`src/rtl/unidad_ejecucion_pkg.sv`:
```
// Shared definitions for the execute stage: opcodes, FSM states, default widths.
// Latency: n/a (package only).
// Backpressure: n/a (package only).
package unidad_ejecucion_pkg;

    localparam int ANCHO_DEF     = 8;
    localparam int NBITS_REG_DEF = 3;

    localparam logic [2:0] OP_ADD = 3'b000;
    localparam logic [2:0] OP_SUB = 3'b001;
    localparam logic [2:0] OP_AND = 3'b010;
    localparam logic [2:0] OP_OR  = 3'b011;
    localparam logic [2:0] OP_XOR = 3'b100;
    localparam logic [2:0] OP_MOV = 3'b101;
    localparam logic [2:0] OP_MUL = 3'b110;
    localparam logic [2:0] OP_DIV = 3'b111;

    typedef enum logic [1:0] {
        IDLE  = 2'd0,
        ITER  = 2'd1,
        WB_LO = 2'd2,
        WB_HI = 2'd3
    } estado_t;

    // MUL and DIV write back two registers (low/high or quotient/remainder).
    function automatic logic es_doble(input logic [2:0] op);
        return (op == OP_MUL) || (op == OP_DIV);
    endfunction

endpackage

```
`src/rtl/unidad_ejecucion_iterador_muldiv.sv`:
```
// Iterative unsigned shift-add multiplier / restoring divider, one bit per cycle.
// Latency: ANCHO cycles after load; listo flags the final step, alto/bajo carry that step's result.
// Backpressure: none; a new load restarts the core, the parent only loads when idle.
// Ports: Clk/Rst clock and async active-low reset; load/es_div/a/b start an operation;
//        listo final-step strobe; alto = product high / remainder, bajo = product low / quotient.
module iterador_muldiv #(
    parameter int ANCHO = 8
) (
    input  logic             Clk,
    input  logic             Rst,
    input  logic             load,
    input  logic             es_div,
    input  logic [ANCHO-1:0] a,
    input  logic [ANCHO-1:0] b,
    output logic             listo,
    output logic [ANCHO-1:0] alto,
    output logic [ANCHO-1:0] bajo
);
    localparam int CW = $clog2(ANCHO);
    localparam logic [CW-1:0] ULTIMO = CW'(ANCHO - 1);

    logic [ANCHO-1:0] hi_q, lo_q, b_q;
    logic [ANCHO-1:0] hi_d, lo_d;
    logic [CW-1:0]    cnt_q;
    logic             div_q, act_q;
    logic [ANCHO:0]   suma, desp, resta;

    always_comb begin
        suma  = {1'b0, hi_q} + (lo_q[0] ? {1'b0, b_q} : '0);
        // Partial remainder shifted left with the next dividend bit; it stays
        // below 2*b, so the MSB of the trial subtraction is the borrow.
        desp  = {hi_q, lo_q[ANCHO-1]};
        resta = desp - {1'b0, b_q};
        if (div_q) begin
            if (!resta[ANCHO]) begin
                hi_d = resta[ANCHO-1:0];
                lo_d = {lo_q[ANCHO-2:0], 1'b1};
            end else begin
                hi_d = desp[ANCHO-1:0];
                lo_d = {lo_q[ANCHO-2:0], 1'b0};
            end
        end else begin
            // Add-then-shift-right on {carry, hi, lo}; multiplier drains out of lo.
            hi_d = suma[ANCHO:1];
            lo_d = {suma[0], lo_q[ANCHO-1:1]};
        end
    end

    always_ff @(posedge Clk or negedge Rst) begin
        if (!Rst) begin
            hi_q  <= '0;
            lo_q  <= '0;
            b_q   <= '0;
            cnt_q <= '0;
            div_q <= 1'b0;
            act_q <= 1'b0;
        end else if (load) begin
            hi_q  <= '0;
            lo_q  <= a;
            b_q   <= b;
            cnt_q <= '0;
            div_q <= es_div;
            act_q <= 1'b1;
        end else if (act_q) begin
            hi_q  <= hi_d;
            lo_q  <= lo_d;
            cnt_q <= cnt_q + CW'(1);
            if (cnt_q == ULTIMO) begin
                act_q <= 1'b0;
            end
        end
    end

    assign listo = act_q && (cnt_q == ULTIMO);
    assign alto  = hi_d;
    assign bajo  = lo_d;

endmodule

```
`src/rtl/unidad_ejecucion.sv`:
```
// Execute stage: single-cycle ALU plus iterative MUL/DIV, writing results back to the register bank.
// Latency: ALU ops write on cycle +1; MUL/DIV write on cycles +9/+10 (div-by-zero on +1/+2).
// Backpressure: Busy high while an op is in flight; Start is ignored (not queued) while Busy=1.
// Ports: Clk, Rst (async active-low); Start/Op/RX/RY/Dst launch an op; Dat/R_W/E_N drive the
//        bank write port; Busy handshake; Z/C flags held between operations.
module unidad_ejecucion
    import unidad_ejecucion_pkg::*;
#(
    parameter int ANCHO     = ANCHO_DEF,
    parameter int NBITS_REG = NBITS_REG_DEF
) (
    input  logic                 Clk,
    input  logic                 Rst,
    input  logic                 Start,
    input  logic [2:0]           Op,
    input  logic [ANCHO-1:0]     RX,
    input  logic [ANCHO-1:0]     RY,
    input  logic [NBITS_REG-1:0] Dst,
    output logic [ANCHO-1:0]     Dat,
    output logic [NBITS_REG-1:0] R_W,
    output logic                 E_N,
    output logic                 Busy,
    output logic                 Z,
    output logic                 C
);
    estado_t              estado_q;
    logic [2:0]           op_q;
    logic [NBITS_REG-1:0] dst_q, rw_q;
    logic [ANCHO-1:0]     alto_q, dat_q;
    logic                 en_q, busy_q, z_q, c_q;

    logic [ANCHO:0]       suma_alu, resta_alu;
    logic [ANCHO-1:0]     res_alu, it_alto, it_bajo;
    logic                 c_alu, cargar, it_listo;

    // Immediate result for everything that writes back on cycle +1,
    // including the divide-by-zero case (quotient all ones, C set).
    always_comb begin
        suma_alu  = {1'b0, RX} + {1'b0, RY};
        resta_alu = {1'b0, RX} - {1'b0, RY};
        res_alu   = RY;
        c_alu     = c_q;
        case (Op)
            OP_ADD: begin res_alu = suma_alu[ANCHO-1:0];  c_alu = suma_alu[ANCHO];  end
            OP_SUB: begin res_alu = resta_alu[ANCHO-1:0]; c_alu = resta_alu[ANCHO]; end
            OP_AND: res_alu = RX & RY;
            OP_OR:  res_alu = RX | RY;
            OP_XOR: res_alu = RX ^ RY;
            OP_DIV: begin res_alu = '1; c_alu = 1'b1; end
            default: res_alu = RY;
        endcase
    end

    assign cargar = (estado_q == IDLE) && Start &&
                    ((Op == OP_MUL) || ((Op == OP_DIV) && (RY != '0)));

    iterador_muldiv #(.ANCHO(ANCHO)) u_iter (
        .Clk    (Clk),
        .Rst    (Rst),
        .load   (cargar),
        .es_div (Op == OP_DIV),
        .a      (RX),
        .b      (RY),
        .listo  (it_listo),
        .alto   (it_alto),
        .bajo   (it_bajo)
    );

    always_ff @(posedge Clk or negedge Rst) begin
        if (!Rst) begin
            estado_q <= IDLE;
            op_q     <= '0;
            dst_q    <= '0;
            alto_q   <= '0;
            dat_q    <= '0;
            rw_q     <= '0;
            en_q     <= 1'b0;
            busy_q   <= 1'b0;
            z_q      <= 1'b0;
            c_q      <= 1'b0;
        end else begin
            en_q <= 1'b0;
            case (estado_q)
                IDLE: begin
                    if (Start) begin
                        busy_q <= 1'b1;
                        op_q   <= Op;
                        dst_q  <= Dst;
                        if (cargar) begin
                            estado_q <= ITER;
                        end else begin
                            // Outputs are loaded now so the write lands on cycle +1.
                            // alto_q keeps RX as the div-by-zero remainder.
                            estado_q <= WB_LO;
                            dat_q    <= res_alu;
                            rw_q     <= Dst;
                            en_q     <= 1'b1;
                            z_q      <= (res_alu == '0);
                            c_q      <= c_alu;
                            alto_q   <= RX;
                        end
                    end
                end
                ITER: begin
                    if (it_listo) begin
                        estado_q <= WB_LO;
                        dat_q    <= it_bajo;
                        rw_q     <= dst_q;
                        en_q     <= 1'b1;
                        z_q      <= (it_bajo == '0);
                        c_q      <= (op_q == OP_MUL) ? (it_alto != '0) : 1'b0;
                        alto_q   <= it_alto;
                    end
                end
                WB_LO: begin
                    if (es_doble(op_q)) begin
                        estado_q <= WB_HI;
                        dat_q    <= alto_q;
                        rw_q     <= dst_q + NBITS_REG'(1);
                        en_q     <= 1'b1;
                    end else begin
                        estado_q <= IDLE;
                        busy_q   <= 1'b0;
                    end
                end
                WB_HI: begin
                    estado_q <= IDLE;
                    busy_q   <= 1'b0;
                end
                default: begin
                    estado_q <= IDLE;
                    busy_q   <= 1'b0;
                end
            endcase
        end
    end

    assign Dat  = dat_q;
    assign R_W  = rw_q;
    assign E_N  = en_q;
    assign Busy = busy_q;
    assign Z    = z_q;
    assign C    = c_q;

endmodule
```
`config.mk`:
```
export PLATFORM = sky130hd
export DESIGN_NAME = unidad_ejecucion
export DESIGN_NICKNAME = d
export VERILOG_FILES = /design/src/rtl/unidad_ejecucion_pkg.sv /design/src/rtl/unidad_ejecucion_iterador_muldiv.sv /design/src/rtl/unidad_ejecucion.sv
export SDC_FILE = /design/constraint.sdc
export NUM_CORES = 1
export LEC_CHECK = 0
export ABC_AREA = 1
export CORE_MARGIN = 3
export CORE_UTILIZATION = 50
export CTS_BUF_LIST = sky130_fd_sc_hd__clkbuf_8
export DETAILED_ROUTE_END_ITERATION = 8
export MAX_ROUTING_LAYER = met4
export PLACE_DENSITY = 0.77
export SKIP_CTS_REPAIR_TIMING = 1
export SYNTH_ARGS = -nofsm -noshare
export SYNTH_HDL_FRONTEND = slang
export SYNTH_HIERARCHICAL = 1
export SYNTH_SLANG_ARGS = --single-unit
```
`constraint.sdc`:
```
create_clock -name Clk -period 6.5 [get_ports Clk]
set_input_delay 0.65 -clock Clk [delete_from_list [all_inputs] [get_ports Clk]]
set_output_delay 0.65 -clock Clk [all_outputs]
set_load 0.1 [all_outputs]
```
==> run_results.csv, run 1 <==
group,metric,value,unit
yosys,largest_area_contributor_in_the_netlist,"sky130_fd_sc_hd__dfrtp_1",
power_and_ir_drop,cellLeakagePower,3.16,nW
placed_design,place_inst,958,
cells_and_area,sequential_cell_area,1500,um2
detailed_routing,antenna_left,0,
timing,slew_viol_final,0,
global_routing,grt_start_max_net_pins,61,
timing,hold_viol_final,0,
floorplanning,io_pins,40,
placed_design,place_hpwl,11000,um
yosys,synth_cells,803,
detailed_routing,route.detailed.wl_per_inst,14.5,um
clock_network,insertion_delay,0.34,ns
timing,finalSetupTns,0,ns
min_path,timing.hold.worst.class,"in -> async",
global_routing,initial_antenna_violation_count,0,
worst_setup_path,worst-setup-path-type,"in -> reg",
timing,clock.fmax,307,MHz
yosys,syn_nets,881,
global_routing,global_route_wire_length_before_repair,23800,um
run_status,status,"completed",
detailed_routing,drt_iter0_markers,438,
worst_setup_path,timing.reg2reg.worst_path_depth,19,
clock_network,clkSinkCount,60,
yosys,yosys.cell_count.top_type,"sky130_fd_sc_hd__nand2_1",
worst_setup_path,slowest_stage,"sky130_fd_sc_hd__nor2_1",
placed_design,portBuffers,39,
placed_design,gp_routability_congestion,0.972,
flow_run,max_cap_violations,0,
worst_setup_path,cpMostUsedCell,"sky130_fd_sc_hd__inv_1",
timing,period_needed,3.26,ns
timing,slew_headroom,35.1,%
cells_and_area,fin_nets,911,
worst_setup_path,path_delay_family,"simple AND/OR/NAND/NOR gates",
yosys,postSynth.topFlopCell,"sky130_fd_sc_hd__dfrtp_1",
worst_setup_path,rr_endpoint,"C",
yosys,yosys_synthesis_warning_count,6,
yosys,synthTopCellsByArea,"sky130_fd_sc_hd__dfrtp_1 28%, sky130_fd_sc_hd__nand2_1 16%, sky130_fd_sc_hd__ha_1 11%",
cells_and_area,flow.area_growth_from_synthesis,11.7,%
worst_setup_path,cp.required,6.76,ns
timing,finClkSkew,0.00867,ns
floorplanning,dieHeight,110,um
cells_and_area,area_occupied_by_multi_input_gates,3290,um2
worst_setup_path,worst_r2r_startpoint,"u_iter/lo_q[7]",
clock_network,clock-root-buffer,"sky130_fd_sc_hd__clkbuf_8",
yosys,netlist_area,5410,um2
floorplanning,die_width,110,um
global_routing,gr-usage-all-layers,25.8,%
global_routing,via_count_of_the_first_global_routing_pass,4875,
detailed_routing,route.detailed.vias_per_inst,5.40,
yosys,asyncSetResetFlopFracSynth,100,%
power_and_ir_drop,ir_worst_vdd,0.313,mV
cells_and_area,antenna-diode-count,0,
yosys,count_of_unique_library_cells_instantiated_by_yosys,47,
worst_setup_path,startpoint_type,"input pin",
yosys,postSynthRegisterBits,60,
worst_setup_path,worstPathArrival,3.52,ns
detailed_routing,drc,0,
cells_and_area,final_cells,974,
cells_and_area,final_util,58.0,%
detailed_routing,route.vias.total,5259,
clock_network,clk_pin_slew,0.07,ns
clock_network,cts_max_level,3,
worst_setup_path,worstPathMaxFanout,28,
timing,setup-violations-final,0,
clock_network,clk_path_buf_depth,2,
clock_network,cts_inserted_buffers,9,
worst_setup_path,worstSetupEndpointType,"flop",
yosys,synth_enable_flop_cells,0,
floorplanning,placementRows,37,
floorplanning,placeableCoreArea,10400,um2
cells_and_area,filler_cell_count,1005,
timing,fin_crit_sh,50.2,%
yosys,synth-seq-area-share,27.8,%
yosys,ys_top_cells_by_count,"229 x sky130_fd_sc_hd__nand2_1, 130 x sky130_fd_sc_hd__inv_1, 62 x sky130_fd_sc_hd__nand3_1, 60 x sky130_fd_sc_hd__dfrtp_1, 59 x sky130_fd_sc_hd__o21ai_0",
yosys,synth_area_per_cell,6.73,um2
timing,worst_slew_pin_slew,0.970,ns
detailed_routing,detail_route.wirelength,14100,um
yosys,synth_top_area_share,27.8,%
floorplanning,start_util,51.9,%
power_and_ir_drop,power.density,512,nW/um2
detailed_routing,detail_route.first_pass.iterations,5,
floorplanning,dieArea,12100,um2
timing,rsz0062_at_grt,"false",
clock_network,cts_tree,"yes",
worst_setup_path,critical-path-max-stage-delay,0.73,ns
global_routing,grt_overflow_total,0,
worst_setup_path,regToRegSetupSlack,3.58,ns
worst_setup_path,critical_path_buf_inv_count,3,
worst_setup_path,cp_cell_sequence,"clkdlybuf4s50_1 > nor4_1 > nand3_1 > nand4_2 > inv_1 > nor2_1 > inv_1 > o211ai_1",
cells_and_area,post_route_cells_drive_above_1_share,6.56,%
## layer usage
| metal | routed length [um] | global-route usage, % |
|---|---|---|
| met5 | 0 | - |
| met4 | 317 | 8.73 |
| met3 | 1160 | 4.43 |
| met2 | 6110 | 38.3 |
| met1 | 6550 | 35.8 |
## worst max-delay path by stage
| stage | cells after the start | endpoint | start |
|---|---|---|---|
| floorplan | 19 | C | u_iter/lo_q[7] |
| global placement | 8 | u_iter/lo_q[5] | RY[5] |
| detailed placement | 8 | u_iter/lo_q[2] | RY[1] |
| CTS | 8 | u_iter/lo_q[4] | RY[1] |
| global route | 8 | u_iter/lo_q[4] | RY[1] |
| finish | 8 | u_iter/lo_q[4] | RY[1] |
## registers in the layout, indices dropped and copies added (netlist names)
name          cells
Busy              1
Dat               8
estado_q          2
dst_q             3
op_q              3
u_iter/hi_q       8
Z                 1
R_W               3
E_N               1
u_iter/b_q        8
u_iter/act_q      1
u_iter/cnt_q      3
u_iter/lo_q       8
alto_q            8
C                 1
u_iter/div_q      1
## cells in the final DEF (no fill, tap or decap), types with 3 or more instances in the layout
cell type,count
sky130_fd_sc_hd__clkinv_2,3
sky130_fd_sc_hd__o211ai_1,14
sky130_fd_sc_hd__nand2_2,10
sky130_fd_sc_hd__xnor2_1,4
sky130_fd_sc_hd__o21ai_0,59
sky130_fd_sc_hd__or2_2,3
sky130_fd_sc_hd__nand3_1,62
sky130_fd_sc_hd__inv_1,130
sky130_fd_sc_hd__nand2_1,229
sky130_fd_sc_hd__xor2_1,3
sky130_fd_sc_hd__a22o_1,3
sky130_fd_sc_hd__a21oi_1,31
sky130_fd_sc_hd__and2_1,6
sky130_fd_sc_hd__ha_1,49
sky130_fd_sc_hd__clkbuf_8,10
sky130_fd_sc_hd__nor2_2,4
sky130_fd_sc_hd__o22ai_1,6
sky130_fd_sc_hd__clkdlybuf4s50_1,38
sky130_fd_sc_hd__nor4_1,3
sky130_fd_sc_hd__nand3_2,6
sky130_fd_sc_hd__nand3b_1,3
sky130_fd_sc_hd__nand4_1,12
sky130_fd_sc_hd__nor2_1,46
sky130_fd_sc_hd__o21ai_1,5
sky130_fd_sc_hd__nand2_4,3
sky130_fd_sc_hd__inv_2,5
sky130_fd_sc_hd__fa_1,4
sky130_fd_sc_hd__dfrtp_1,60
## power by group
group / internal [mW] / switching [mW]
combinational: 0.661 / 1.42
clock: 0.148 / 0.158
sequential: 0.556 / 0.153
total: 1.36 / 1.73
## stage by stage
| step | hold WS (ns) | area (um2) | worst slack, ns | power (mW) |
|---|---|---|---|---|
| after floorplan | 0.354 | 5410 | 4.11 | 2.31 |
| after global placement | 0.464 | 5860 | 2.99 | 2.74 |
| after detailed placement | 0.466 | 5860 | 2.95 | 2.78 |
| after CTS | 0.485 | 6040 | 3.31 | 3.09 |
| after global routing | 0.509 | 6040 | 3.03 | 3.40 |
| final | 0.474 | 6040 | 3.24 | 3.09 |
## layout make-up
cell class	instances	area share (%)
multi-input combinational	586	54.4
clock inverter	6	0.642
tap	136	2.82
sequential	60	24.9
timing repair buffer	40	6.51
clock buffer	10	2.28
inverter	136	8.45
## cells by family after synthesis
logic type / share of synthesized area [%]
AO/OA/AOI/OAI: 14.0
AND/OR/NAND/NOR: 32.9
adder cells (fa/ha/maj): 12.8
XOR/XNOR: 1.13
flip-flops: 27.8
buffers and inverters: 11.4
(Power assumes the default switching activity.)
==> inputs of run 2 (changes only) <==
Clock period 6.5 ns to 3.4 ns, I/O delays scaled along.
==> run_results.csv, run 2 (synthesized netlist as in run 1, its figures left out) <==
group,metric,value,unit
placed_design,gp_routability_congestion,0.979,
run_status,status,"completed",
power_and_ir_drop,share_comb_of_total_power,65.8,%
timing,fin_crit_sh,85.0,%
detailed_routing,detail_route.wirelength,15100,um
floorplanning,dieArea,12100,um2
cells_and_area,antenna-diode-count,0,
timing,hold_viol_final,0,
worst_setup_path,cp_cell_sequence,"inv_1 > ha_1 > inv_1 > fa_1 > nand2_1 > nand2_1 > nand3_2 > nand2_2 > nand2_4 > nand2_8 > nand2_1 > nand3_1 > and2_1 > inv_1 > nand4_1 > o2111ai_1 > nand2_1 > nand3_1 > nand2_1",
power_and_ir_drop,sequentialPowerShare,21.1,%
worst_setup_path,worstPathArrival,3.11,ns
detailed_routing,antenna_left,0,
detailed_routing,route.detailed.vias_per_inst,5.46,
timing,rsz0062_at_grt,"false",
worst_setup_path,startpoint_type,"flop",
floorplanning,start_util,51.9,%
power_and_ir_drop,cellInternalPower,2.88,mW
detailed_routing,detail_route.first_pass.iterations,6,
timing,finClkSkew,0.0158,ns
global_routing,grt_start_max_net_pins,40,
power_and_ir_drop,netSwitchingFraction,53.9,%
worst_setup_path,critical_path_buf_inv_count,3,
power_and_ir_drop,power_frac_clock,13.1,%
worst_setup_path,worstSetupEndpointType,"flop",
worst_setup_path,worstPathMaxFanout,9,
cells_and_area,filler_cell_count,984,
clock_network,clock-root-buffer,"sky130_fd_sc_hd__clkbuf_8",
global_routing,global_route_wire_length_before_repair,24800,um
global_routing,grt_overflow_total,0,
detailed_routing,drc,0,
cells_and_area,layout.cells.most_common,"sky130_fd_sc_hd__nand2_1",
worst_setup_path,rr_endpoint,"C",
power_and_ir_drop,netSwitchingPower,3.37,mW
cells_and_area,fin_nets,919,
floorplanning,die_width,110,um
worst_setup_path,path_delay_family,"simple AND/OR/NAND/NOR gates",
cells_and_area,most-common-layout-cells,"229 x sky130_fd_sc_hd__nand2_1, 130 x sky130_fd_sc_hd__inv_1, 62 x sky130_fd_sc_hd__nand3_1",
timing,worst_slew_pin_slew,0.972,ns
cells_and_area,post_route_cells_drive_above_1_share,7.45,%
worst_setup_path,timing.reg2reg.worst_path_depth,19,
placed_design,portBuffers,39,
clock_network,insertion_delay,0.35,ns
power_and_ir_drop,power.density,1010,nW/um2
min_path,timing.hold.worst.class,"in -> async",
clock_network,cts_max_level,3,
detailed_routing,route.vias.total,5357,
worst_setup_path,worst_r2r_startpoint,"u_iter/lo_q[7]",
worst_setup_path,slowest_stage,"sky130_fd_sc_hd__fa_1",
cells_and_area,sequential_cell_area,1500,um2
detailed_routing,drt_iter0_markers,495,
floorplanning,dieHeight,110,um
floorplanning,io_pins,40,
worst_setup_path,critical-path-max-stage-delay,0.40,ns
worst_setup_path,critical_path_cell_count,19,
worst_setup_path,cp.required,3.62,ns
timing,slew_viol_final,0,
flow_run,max_cap_violations,0,
worst_setup_path,regToRegSetupSlack,0.51,ns
global_routing,gr-usage-all-layers,27.1,%
power_and_ir_drop,cellLeakagePower,3.24,nW
clock_network,clkSinkCount,60,
cells_and_area,area_occupied_by_multi_input_gates,3290,um2
detailed_routing,route.detailed.wl_per_inst,15.3,um
clock_network,clk_path_buf_depth,2,
timing,setup-violations-final,0,
worst_setup_path,worst-setup-path-type,"reg -> reg",
floorplanning,placementRows,37,
timing,slew_headroom,35.0,%
power_and_ir_drop,ir_worst_vdd,0.582,mV
worst_setup_path,cpMostUsedCell,"sky130_fd_sc_hd__nand2_1",
worst_setup_path,setup.worst_path.end,"C",
clock_network,clk_pin_slew,0.08,ns
global_routing,via_count_of_the_first_global_routing_pass,5088,
worst_setup_path,critical_path.startpoint,"u_iter/lo_q[7]",
timing,finalSetupTns,0,ns
floorplanning,placeableCoreArea,10400,um2
placed_design,place_hpwl,11500,um
global_routing,initial_antenna_violation_count,0,
timing,period_needed,2.89,ns
timing,clock.fmax,346,MHz
cells_and_area,post-route-cell-area,6170,um2
cells_and_area,flow.area_growth_from_synthesis,14.2,%
clock_network,cts_tree,"yes",
clock_network,cts_inserted_buffers,9,
placed_design,detailed_place.area,5920,um2
==> run 2: metrics by stage <==
stage / setup slack [ns] / util (%) / power (mW) / hold WS [ns] / std cells
5_1_grt: 0.322 / 59.2 / 6.77 / 0.179 / 982
6_report: 0.511 / 59.2 / 6.24 / 0.103 / 982
2_1_floorplan: 1.01 / - / 4.41 / 0.0444 / 803
4_1_cts: 0.553 / 59.2 / 6.20 / 0.139 / 982
3_5_place_dp: 0.592 / 56.9 / 5.36 / 0.469 / 966
3_3_place_gp: 0.614 / 56.9 / 5.32 / 0.464 / 966
==> run 2: per-layer routing <==
| metal | part of all wire (%) | wire length [um] | global-route usage, % |
|---|---|---|---|
| met1 | 45 | 6850 | 37.8 |
| met2 | 44 | 6660 | 40.8 |
| met3 | 7.9 | 1190 | 4.14 |
| met4 | 2.5 | 378 | 8.55 |
| met5 | 0 | 0 | - |
==> run 2: area by class of cell <==
cell class | instances | share of cell area [%]
well taps | 136 | 2.76
repair buffers | 48 | 7.34
clock buffers | 10 | 2.23
clock inverters | 6 | 1.80
inverters | 136 | 8.27
multi-input cells | 586 | 53.3
flip-flops and latches | 60 | 24.3
==> run 2: worst min path at each step <==
| stage | from | end | slack, ns | cells past startpoint |
|---|---|---|---|---|
| after floorplan | Rst | Busy | 0.04 | 0 |
| after global placement | u_iter/cnt_q[0] | u_iter/cnt_q[0] | 0.46 | 1 |
| after detailed placement | Dat[5] | Dat[5] | 0.47 | 2 |
| after CTS | Rst | u_iter/cnt_q[0] | 0.14 | 1 |
| after global routing | Rst | u_iter/cnt_q[2] | 0.18 | 1 |
| final | Rst | u_iter/cnt_q[0] | 0.10 | 1 |
==> run 2: power by group through the flow <==
stage | combinational, mW | clock [mW] | sequential [mW]
2_1_floorplan | 2.57 | 0 | 1.84
6_report | 4.11 | 0.819 | 1.32
5_1_grt | 4.56 | 0.856 | 1.36
4_1_cts | 4.06 | 0.822 | 1.32
3_5_place_dp | 4.04 | 0 | 1.32
3_3_place_gp | 4.00 | 0 | 1.32
==> run 2: worst register-to-register path: cells and delay by family, from the launching register on <==
| kind | cells | cell delay, ns |
|---|---|---|
| buffers and inverters | 3 | 0.30 |
| adders and majority gates | 2 | 0.58 |
| AOI/OAI and AO/OA | 1 | 0.23 |
| DFF | 1 | 0.39 |
| and+or+nand+nor | 13 | 1.26 |
